File: src/rtl/lsu_pkg.sv
// Shared types and helpers for the load/store initiator: access size, fault
// code, FSM state and the byte-lane mask used by the load/store aligner.
package lsu_pkg;

  typedef enum logic [1:0] {SZ_B, SZ_H, SZ_W, SZ_D} size_e;
  typedef enum logic [1:0] {F_NONE, F_MISALIGN, F_ROM, F_RANGE} fault_e;
  typedef enum logic [1:0] {S_IDLE, S_RD, S_WR, S_RESP} state_e;

  // Bytes of the 64-bit word touched by an access of this size at this offset.
  function automatic logic [63:0] lane_mask(size_e size, logic [2:0] offset);
    logic [63:0] base;
    case (size)
      SZ_B:    base = 64'h0000_0000_0000_00FF;
      SZ_H:    base = 64'h0000_0000_0000_FFFF;
      SZ_W:    base = 64'h0000_0000_FFFF_FFFF;
      default: base = 64'hFFFF_FFFF_FFFF_FFFF;
    endcase
    return base << {offset, 3'b000};
  endfunction

  function automatic logic is_misaligned(size_e size, logic [2:0] offset);
    case (size)
      SZ_B:    return 1'b0;
      SZ_H:    return offset[0];
      SZ_W:    return |offset[1:0];
      default: return |offset;
    endcase
  endfunction

endpackage

File: src/rtl/lsu_mem_master_align.sv
// Combinational data path: extracts and extends load lanes from a memory word,
// and merges right-aligned store data into the addressed lanes of that word.
module lsu_align
  import lsu_pkg::*;
(
  input  logic [63:0] word,
  input  logic [63:0] wdata,
  input  logic [1:0]  size,
  input  logic [2:0]  offset,
  input  logic        is_unsigned,
  output logic [63:0] load_data,
  output logic [63:0] merged
);

  logic [63:0] shifted;
  logic [63:0] mask;

  always_comb begin
    shifted = word >> {offset, 3'b000};
    mask    = lane_mask(size_e'(size), offset);
    merged  = (word & ~mask) | ((wdata << {offset, 3'b000}) & mask);
    case (size_e'(size))
      SZ_B:    load_data = is_unsigned ? {56'd0, shifted[7:0]}  : {{56{shifted[7]}},  shifted[7:0]};
      SZ_H:    load_data = is_unsigned ? {48'd0, shifted[15:0]} : {{48{shifted[15]}}, shifted[15:0]};
      SZ_W:    load_data = is_unsigned ? {32'd0, shifted[31:0]} : {{32{shifted[31]}}, shifted[31:0]};
      default: load_data = shifted;
    endcase
  end

endmodule

File: src/rtl/lsu_mem_master.sv
// Load/store initiator: one request at a time, aligned 64-bit reads, sub-word
// stores by read-modify-write, faults reported without touching memory.
module lsu_mem_master
  import lsu_pkg::*;
#(
  parameter int unsigned MEM_WORDS = 256,
  parameter int unsigned ROM_WORDS = 4
) (
  input  logic        clk,
  input  logic        rst,
  input  logic        req_valid,
  output logic        req_ready,
  input  logic        req_we,
  input  logic [1:0]  req_size,
  input  logic        req_unsigned,
  input  logic [31:0] req_addr,
  input  logic [63:0] req_wdata,
  output logic        resp_valid,
  output logic [63:0] resp_rdata,
  output logic [1:0]  resp_fault,
  output logic [31:0] mem_addr,
  output logic [63:0] mem_wr_data,
  output logic        mem_wr_enable,
  output logic        mem_rd_enable,
  input  logic [63:0] mem_rd_data
);

  state_e      state_q, state_d;
  fault_e      fault_q, fault_d;
  size_e       size_q, size_d;
  logic [31:0] addr_q, addr_d;
  logic        we_q, we_d;
  logic        uns_q, uns_d;
  logic [63:0] wdata_q, wdata_d;
  logic [63:0] word_q, word_d;

  logic [31:0] req_word_idx;
  fault_e      req_fault;
  logic [31:0] aligned_addr;
  logic [63:0] load_data;
  logic [63:0] merged;

  lsu_align u_align (
    .word        (word_q),
    .wdata       (wdata_q),
    .size        (size_q),
    .offset      (addr_q[2:0]),
    .is_unsigned (uns_q),
    .load_data   (load_data),
    .merged      (merged)
  );

  assign req_word_idx = {3'b000, req_addr[31:3]};
  assign aligned_addr = {addr_q[31:3], 3'b000};

  // Fault priority: misalignment, then range, then store into ROM.
  always_comb begin
    if (is_misaligned(size_e'(req_size), req_addr[2:0])) begin
      req_fault = F_MISALIGN;
    end else if (req_word_idx >= MEM_WORDS) begin
      req_fault = F_RANGE;
    end else if (req_we && (req_word_idx < ROM_WORDS)) begin
      req_fault = F_ROM;
    end else begin
      req_fault = F_NONE;
    end
  end

  // NOTE: every signal written here gets a default first, so no path can
  // leave one unassigned and infer a latch.
  always_comb begin
    state_d       = state_q;
    fault_d       = fault_q;
    size_d        = size_q;
    addr_d        = addr_q;
    we_d          = we_q;
    uns_d         = uns_q;
    wdata_d       = wdata_q;
    word_d        = word_q;
    req_ready     = 1'b0;
    resp_valid    = 1'b0;
    resp_rdata    = 64'd0;
    resp_fault    = 2'd0;
    mem_addr      = 32'd0;
    mem_wr_data   = 64'd0;
    mem_wr_enable = 1'b0;
    mem_rd_enable = 1'b0;

    case (state_q)
      S_IDLE: begin
        req_ready = ~rst;
        if (req_valid) begin
          addr_d  = req_addr;
          size_d  = size_e'(req_size);
          we_d    = req_we;
          uns_d   = req_unsigned;
          wdata_d = req_wdata;
          fault_d = req_fault;
          if (req_fault != F_NONE) begin
            state_d = S_RESP;
          end else if (req_we && (size_e'(req_size) == SZ_D)) begin
            state_d = S_WR;
          end else begin
            state_d = S_RD;
          end
        end
      end
      S_RD: begin
        mem_rd_enable = 1'b1;
        mem_addr      = aligned_addr;
        word_d        = mem_rd_data;
        state_d       = we_q ? S_WR : S_RESP;
      end
      S_WR: begin
        mem_wr_enable = 1'b1;
        mem_addr      = aligned_addr;
        mem_wr_data   = merged;
        state_d       = S_RESP;
      end
      default: begin
        resp_valid = 1'b1;
        resp_fault = fault_q;
        if ((fault_q == F_NONE) && !we_q) begin
          resp_rdata = load_data;
        end
        state_d = S_IDLE;
      end
    endcase
  end

  // NOTE: sequential state uses non-blocking assignments so every flop
  // samples the pre-edge values of the others.
  always_ff @(posedge clk or posedge rst) begin
    if (rst) begin
      state_q <= S_IDLE;
      fault_q <= F_NONE;
      size_q  <= SZ_B;
      addr_q  <= 32'd0;
      we_q    <= 1'b0;
      uns_q   <= 1'b0;
      wdata_q <= 64'd0;
      word_q  <= 64'd0;
    end else begin
      state_q <= state_d;
      fault_q <= fault_d;
      size_q  <= size_d;
      addr_q  <= addr_d;
      we_q    <= we_d;
      uns_q   <= uns_d;
      wdata_q <= wdata_d;
      word_q  <= word_d;
    end
  end

endmodule

File: config.mk
export PLATFORM = sky130hd
export DESIGN_NAME = lsu_mem_master
export DESIGN_NICKNAME = d
export VERILOG_FILES = /design/src/rtl/lsu_pkg.sv /design/src/rtl/lsu_mem_master_align.sv /design/src/rtl/lsu_mem_master.sv
export SDC_FILE = /design/constraint.sdc
export NUM_CORES = 1
export LEC_CHECK = 0
export ABC_AREA = 1
export CAP_MARGIN = 25
export CORE_MARGIN = 2
export CORE_UTILIZATION = 54
export DETAILED_ROUTE_END_ITERATION = 8
export GPL_TIMING_DRIVEN = 1
export HOLD_SLACK_MARGIN = 0.15
export PLACE_DENSITY = 0.87
export SYNTH_ARGS = -nofsm -noshare
export SYNTH_HDL_FRONTEND = slang
export SYNTH_HIERARCHICAL = 1
export SYNTH_SLANG_ARGS = --single-unit
File: constraint.sdc
create_clock -name clk -period 14.12 [get_ports clk]
set_input_delay 1.412 -clock clk [delete_from_list [all_inputs] [get_ports clk]]
set_output_delay 1.412 -clock clk [all_outputs]
set_load 0.03 [all_outputs]
==> out/results.txt <==
The flow ran to the end, and the final reports show no timing, DRC or antenna violations. The most critical setup path has its startpoint at addr_q[0]$_DFFE_PP0P_. The first global-routing pass estimated 72.6 mm of wire.

The worst hold path belongs to the class register to register. Based on the critical path, the design can be clocked at up to 163 MHz. The average instance area after synthesis works out to 6.39 um^2. The critical path contains buffers and inverters numbering 5 combined.

The top cell types in the final layout, fill and taps aside, are sky130_fd_sc_hd__nand2_1, sky130_fd_sc_hd__clkdlybuf4s50_1, sky130_fd_sc_hd__inv_1. In this run the tool buffered the top-level ports with 329 buffer cells. The cell that appears most often on the critical path is sky130_fd_sc_hd__nand2_1. The net count of the finished layout came out at 2396.

After synthesis, the netlist uses 39 different library cells. The tools report the type of element capturing the critical path as an output port. The share of the synthesized area in the top cell type was 0.330. The nature of the critical path startpoint is a register.

The count of final max-slew check failures is 0. In this run, post-CTS repair resized a total of 0 instances. Setup violations remaining at the end of the flow were counted as 0. Leading cell type in the layout, fill and taps excluded: sky130_fd_sc_hd__nand2_1. Once the clock tree was built, the setup fixing pass inserted 0 buffers.

For the worst flop-to-flop path, the logic depth is 7. The run gives 0.546 as the starting density of the core. Dividing the detail-routed via count by the number of cells gives 5.51. The clock arrives with 0.0207 ns of skew. The headroom to the max-slew limit was 0.283; the clock-pin slew of the registers on the worst-case setup and hold paths was 0.08 ns. The core region is 23300 um^2.

Across the VDD grid, the largest voltage drop is 0.146 mV. The die footprint came out at 24800 um^2. For this run, the number of standard cells in the final layout without fillers is 2557. Setup repair after global routing left no endpoint under its margin.

Buffers inserted during clock tree synthesis total 17. The number of gates on the worst path with buffers counted is 13, and the register area share after synthesis is 0.330. The worst path in the final design needs a cycle of 6.15 ns, including I/O delays and setup. The logs give 12.71 ns for the worst endpoint required time and 0.382 for the aggregate global-route resource usage. The number of placement rows was 56. The ratio of total power to cell area works out to 270 nW/um^2. The initial antenna violation count came out at 1. The logs give 0 for the number of buffers inserted by hold repair at cts and 4.73 ns for the data arrival time of the worst path. Summed over all layers, the global routing overflow is 0. The capture point of the worst reg-to-reg path is wdata_q[24]$_DFFE_PP0P_.

The tools report the count of max-cap constraint violations as 0. The number of global-route vias before repair was 13300; the iteration-0 DRC count of the detailed router was 1613. The slowest library cell on the worst path is sky130_fd_sc_hd__buf_4. The measured slew at the worst slew-check pin came out at 1.07 ns.

TritonCTS built the clock tree. In this run the remaining antenna-violating nets after routing total 0. During I/O placement, the number of pins put on the boundary was 333. Entering global routing, the biggest net connects 111 pins. The largest stage delay on the critical path was 0.76 ns.

By area the synthesized netlist is led by sky130_fd_sc_hd__dfrtp_1, sky130_fd_sc_hd__nand2_1, sky130_fd_sc_hd__inv_1. Detailed placement finished with a half-perimeter wire length of 35.9 mm. The die is 158 um tall. The clock tree synthesis step divided the H-tree into 4 levels. Hold is met by 0.487 ns.

The number of instances in the placed design was 2523; the number of synthesized register bits was 168. The synthesis-to-layout area growth was 28.5%; the DRC violations left was 0. For this run, the detailed router's first-pass iteration total came to 8. Across all register-to-register paths, the minimum setup slack is 11.57 ns.

The signal on the critical path passes through inv_4, buf_4, nand2_1, nand2_1, nand2_1, nand3_1, nand3_2, nand2_1, inv_2, nand2_1, inv_1, nor2_1, clkdlybuf4s50_1. The tools report the weighted congestion at the end of routability-driven global placement as 0.965. The clock net in this run drives a total of 168 sinks. Critical path capture point: resp_rdata[29]. The run gives 0 as the total count of hold-check failures in the final report. The run gives 0.44 ns as the worst-skew pair later-pin latency. For the sum of negative setup slack, the log shows 0 ns.

The critical hold path startpoint was wdata_q[60]$_DFFE_PP0P_. Cell at the root of the clock tree: sky130_fd_sc_hd__clkbuf_16. For the wire length after detailed routing, the log shows 47.9 mm. The part of the cycle the worst path needs is 0.435, and the width of the die is 158 um.

0 antenna diodes ended up in the layout. The worst setup path category was register to output port. The tools report the overall power of the completed layout as 4.42 mW.

The share of cells above drive strength 1 is 0.0800. sky130_fd_sc_hd__dfrtp_1 takes more of the synthesized area than any other cell. The worst register-to-register path begins at state_q[0]$_DFFE_PP0P_. The Yosys step of the flow raised 6 warnings. The leakage power came out at 8.47 nW. Dividing the detail-routed wire length by the instance count gives 18.7 um. The clock tree buffer depth is 2, and the number of standard cells after synthesis is 1994. The synthesized netlist occupies a cell area of 12700 um^2. The final route contains 14100 vias. Maximum net fanout on the critical path: 73.

On the critical path the largest part of the delay comes from buffers and inverters.
## layer usage
metal	GRT usage	vias to the layer above	share of wire
met4	0.174	0	0.049
met3	0.0854	141	0.098
li1	-	6647	-
met5	0	-	0
met1	0.494	6501	0.39
met2	0.613	800	0.46
## worst min path at each step
stage / endpoint / cells after the start
floorplan: addr_q[20]$_DFFE_PP0P_ / 2
finish: wdata_q[60]$_DFFE_PP0P_ / 2
global placement: addr_q[24]$_DFFE_PP0P_ / 2
global route: wdata_q[58]$_DFFE_PP0P_ / 2
detailed placement: addr_q[29]$_DFFE_PP0P_ / 2
CTS: addr_q[29]$_DFFE_PP0P_ / 2
## worst min-delay path: stages, from the launching register on
cell and delay (ns):
sky130_fd_sc_hd__dfrtp_1 0.35, sky130_fd_sc_hd__nand2_1 0.06, sky130_fd_sc_hd__nand2_1 0.05
## final cells by class
cell class | count | area, um^2
Sequential cell | 168 | 4210
Fill cell | 2021 | 6950
Timing Repair Buffer | 341 | 3420
Inverter | 243 | 920
Clock buffer | 18 | 439
Tap cell | 319 | 399
Multi-Input combinational cell | 1454 | 6830
Clock inverter | 14 | 151
## where the power goes
part	switching [mW]	total (mW)	internal, mW
Sequential	0.317	1.03	0.717
Clock	0.238	0.480	0.242
Combinational	1.92	2.91	0.990
Total	2.47	4.42	1.95
## Yosys cell counts
cell type and n:
sky130_fd_sc_hd__nand2_1 872, sky130_fd_sc_hd__inv_1 234, sky130_fd_sc_hd__dfrtp_1 168, sky130_fd_sc_hd__o21ai_0 124, sky130_fd_sc_hd__nand3_1 106, sky130_fd_sc_hd__nor2_1 93, sky130_fd_sc_hd__mux2_2 64, sky130_fd_sc_hd__buf_2 61
sky130_fd_sc_hd__o21ai_1 45, sky130_fd_sc_hd__nand4_1 35, sky130_fd_sc_hd__o211ai_1 24, sky130_fd_sc_hd__buf_4 21, sky130_fd_sc_hd__clkbuf_1 21, sky130_fd_sc_hd__o21ai_2 21, sky130_fd_sc_hd__buf_6 20, sky130_fd_sc_hd__or2_1 11
sky130_fd_sc_hd__a21oi_2 10, sky130_fd_sc_hd__a21oi_1 9, sky130_fd_sc_hd__inv_2 7, sky130_fd_sc_hd__buf_1 6, sky130_fd_sc_hd__nor2_2 6, sky130_fd_sc_hd__or2_2 6, sky130_fd_sc_hd__nand2_2 5, sky130_fd_sc_hd__ha_1 4
sky130_fd_sc_hd__nand3_2 3, sky130_fd_sc_hd__or2_0 3, sky130_fd_sc_hd__nor2_4 2, sky130_fd_sc_hd__nor3_1 2, sky130_fd_sc_hd__a21oi_4 1, sky130_fd_sc_hd__a22oi_4 1, sky130_fd_sc_hd__a31oi_1 1, sky130_fd_sc_hd__and2_0 1
sky130_fd_sc_hd__buf_12 1, sky130_fd_sc_hd__clkbuf_2 1, sky130_fd_sc_hd__clkinv_1 1, sky130_fd_sc_hd__conb_1 1, sky130_fd_sc_hd__inv_4 1, sky130_fd_sc_hd__o21a_1 1, sky130_fd_sc_hd__o22ai_1 1
## sequential cells by signal, summed over array words and instances (netlist names)
register and count:
addr_q 32, fault_q 2, size_q 2, state_q 2, uns_q 1, wdata_q 64
we_q 1, word_q 64
## metrics by stage
step / instance area, um^2 / util / setup WS [ns]
6_report: 16400 / 0.702 / 7.97
5_1_grt: 16400 / 0.702 / 7.63
4_1_cts: 16300 / 0.700 / 8.06
3_5_place_dp: 15700 / 0.674 / 8.52
3_3_place_gp: 15700 / 0.674 / 8.72
2_1_floorplan: 12700 / - / 8.16
## kinds of logic after synthesis
logic type,after synthesis,share of synthesized area
AO/OA/AOI/OAI,238,0.110
adder cells (fa/ha/maj),4,0.00393
buffers and inverters,374,0.136
flip-flops,168,0.330
multiplexers,64,0.0566
other,1,0.000294
AND/OR/NAND/NOR,1145,0.364
Note: power is estimated with default switching activity, not from simulation.
==> variant, RTL diff (same flow settings) <==
`wdata_q` no longer has a reset.
--- a/src/rtl/lsu_mem_master.sv
+++ b/src/rtl/lsu_mem_master.sv
@@ -138,7 +138,6 @@
       addr_q  <= 32'd0;
       we_q    <= 1'b0;
       uns_q   <= 1'b0;
-      wdata_q <= 64'd0;
       word_q  <= 64'd0;
     end else begin
       state_q <= state_d;
@@ -147,10 +146,13 @@
       addr_q  <= addr_d;
       we_q    <= we_d;
       uns_q   <= uns_d;
-      wdata_q <= wdata_d;
       word_q  <= word_d;
     end
   end
 
+  always_ff @(posedge clk) begin
+    wdata_q <= wdata_d;
+  end
+
 endmodule
 
Check against the original RTL: same outputs for any inputs over 4 cycles, from zero or initial values and one cycle with rst high; that may be too few to reach the edited logic, so the function may still have changed.
==> variant against the unedited design <==
Routed wire length down 4.2%; final cell count down 8.6%; critical path depth down 2; setup slack better by 140 ps; via count down 6.7%; total power down 5.5%; synthesized area down 3.7%; highest routed layer unchanged; sequential cell count unchanged; non-clock buffer count up 1; design area down 2.3%.
==> variant: results (changes against the unedited design) <==
{| class="wikitable"
! Metric !! Value
|-
| Outcome || finished clean (unchanged)
|-
| Vias || 13138 (was 14089)
|-
| Leading cell types by count after synthesis || nand2_1, inv_1, o21ai_0 (was nand2_1, inv_1, dfrtp_1)
|-
| Number of distinct library cells after synthesis || 42 (was 39)
|-
| Worst setup path startpoint || addr_q[1]$_DFFE_PP0P_ (was addr_q[0]$_DFFE_PP0P_)
|-
| Gate Count Post-Synth || 1790 (was 1994)
|-
| Violation count after the first detailed-routing iteration || 1485 (was 1613)
|-
| Delay-heaviest family, CP || buffers and inverters (unchanged)
|-
| Average routed wire per standard cell || 19.7 um (was 18.7 um)
|-
| Global-route wire length before repair || 69900 um (was 72600 um)
|-
| Pre-antenna DRT Iters || 6 (was 8)
|-
| Placed instance count || 2301 (was 2523)
|-
| Internal reg-to-reg setup slack || 11430 ps (was 11570 ps)
|-
| HPWL after detailed placement || 33900 um (was 35900 um)
|-
| Synth area leaders || dfrtp_1, nand2_1, edfxtp_1 (was dfrtp_1, nand2_1, inv_1)
|-
| Maximum buffer depth of the clock tree || 2 (unchanged)
|-
| Minimum hold slack || 489 ps (was 487 ps)
|-
| Yosys warning total || 6 (unchanged)
|-
| Worst path slowest cell || dfrtp_4 (was buf_4)
|-
| Wire length after detailed routing || 45900 um (was 47900 um)
|-
| Worst supply voltage drop on vdd || 0.247 mV (was 0.146 mV)
|-
| Count of flip-flops with a built-in enable after synthesis || 64 (was 0)
|-
| Worst Clk Skew || 14.5 ps (was 20.7 ps)
|-
| Depth of the worst register-to-register path || 6 (was 7)
|-
| Largest stage delay, worst path || 710 ps (was 760 ps)
|-
| Hold path startpoint || addr_q[28]$_DFFE_PP0P_ (was wdata_q[60]$_DFFE_PP0P_)
|-
| Leakage power || 7.76 nW (was 8.47 nW)
|-
| Fraction of the yosys area taken by sequential cells || 0.369 (was 0.330)
|-
| Worst hold path endpoint || addr_q[28]$_DFFE_PP0P_ (was wdata_q[60]$_DFFE_PP0P_)
|-
| Antenna violations before repair || 2 (was 1)
|-
| Worst slew slack as a fraction of its limit || 0.272 (was 0.283)
|-
| Worst r2r dst || wdata_q[52]$_DFFE_PP_ (was wdata_q[24]$_DFFE_PP0P_)
|-
| Via count of the first global-routing pass || 12414 (was 13260)
|-
| Crit path capture || resp_rdata[25] (was resp_rdata[29])
|-
| Die area || 23900 um2 (was 24800 um2)
|-
| Proportion of register bits with asynchronous set or reset after synthesis || 0.619 (was 1.00)
|-
| Routability Congestion || 0.964 (was 0.965)
|-
| Net count, final || 2207 (was 2396)
|-
| Clock root buffer master || clkbuf_16 (unchanged)
|-
| Internal power summed over all cells || 1.87 mW (was 1.95 mW)
|-
| Ratio of cells with drive above 1 in the final layout || 0.0878 (was 0.0800)
|-
| Global-route usage over all layers || 0.382 (about the same)
|}
[variant: cell count changes in the layout (fill, tap and decap cells not counted), moves of 4 or more]
cell | before | now
clkinv_8 | 2 | 8
dfrtp_1 | 165 | 101
edfxtp_1 | 0 | 64
inv_8 | 6 | 0
nand2_1 | 871 | 674
o21ai_0 | 124 | 128
[variant: layout make-up]
class	count	area [um2]
clock buffer	17	425
antenna	2	5.00
sequential	168	4530
multi-input combinational	1260	6110
clock inverter	15	214
fill	1861	6500
inverter	247	933
tap	285	357
timing repair buffer	342	3420
[variant: power groups by stage]
stage	logic, mW	registers (mW)	clock network, mW
after floorplan	1.95	0.803	0
after global placement	2.61	0.940	0
after detailed placement	2.64	0.944	0
after CTS	2.66	0.937	0.508
after global routing	2.96	0.965	0.527
final	2.72	0.952	0.506
[variant: layer usage]
metal | up-vias | GRT usage | wire length (um)
li1 | 6147 | - | -
met1 | 6006 | 0.512 | 18300
met2 | 870 | 0.588 | 20200
met3 | 115 | 0.0953 | 5320
met4 | 0 | 0.173 | 2060
met5 | - | 0 | 0
[variant: stage by stage]
step | cell area [um2] | setup slack, ps | total power [mW]
floorplan | 12300 | 9980 | 2.75
global placement | 15300 | 8820 | 3.56
detailed placement | 15300 | 8690 | 3.59
CTS | 16000 | 8220 | 4.11
global route | 16000 | 7900 | 4.45
finish | 16000 | 8120 | 4.18
[variant: tightest hold or removal path: cells and delay by family (launching register included)]
family           cells  cell delay, ps
and+or+nand+nor      2             110
DFF                  1             350
[variant: cell families (layout without fill, tap and decap cells)]
family	count (synthesis)	in the layout	synth area share
fa+ha+maj	4	4	0.00408
simple gates	945	945	0.317
compound gates	244	244	0.117
buf+inv	364	621	0.135
flops	168	168	0.369
mux	64	64	0.0587
other cells	1	5	0.000306
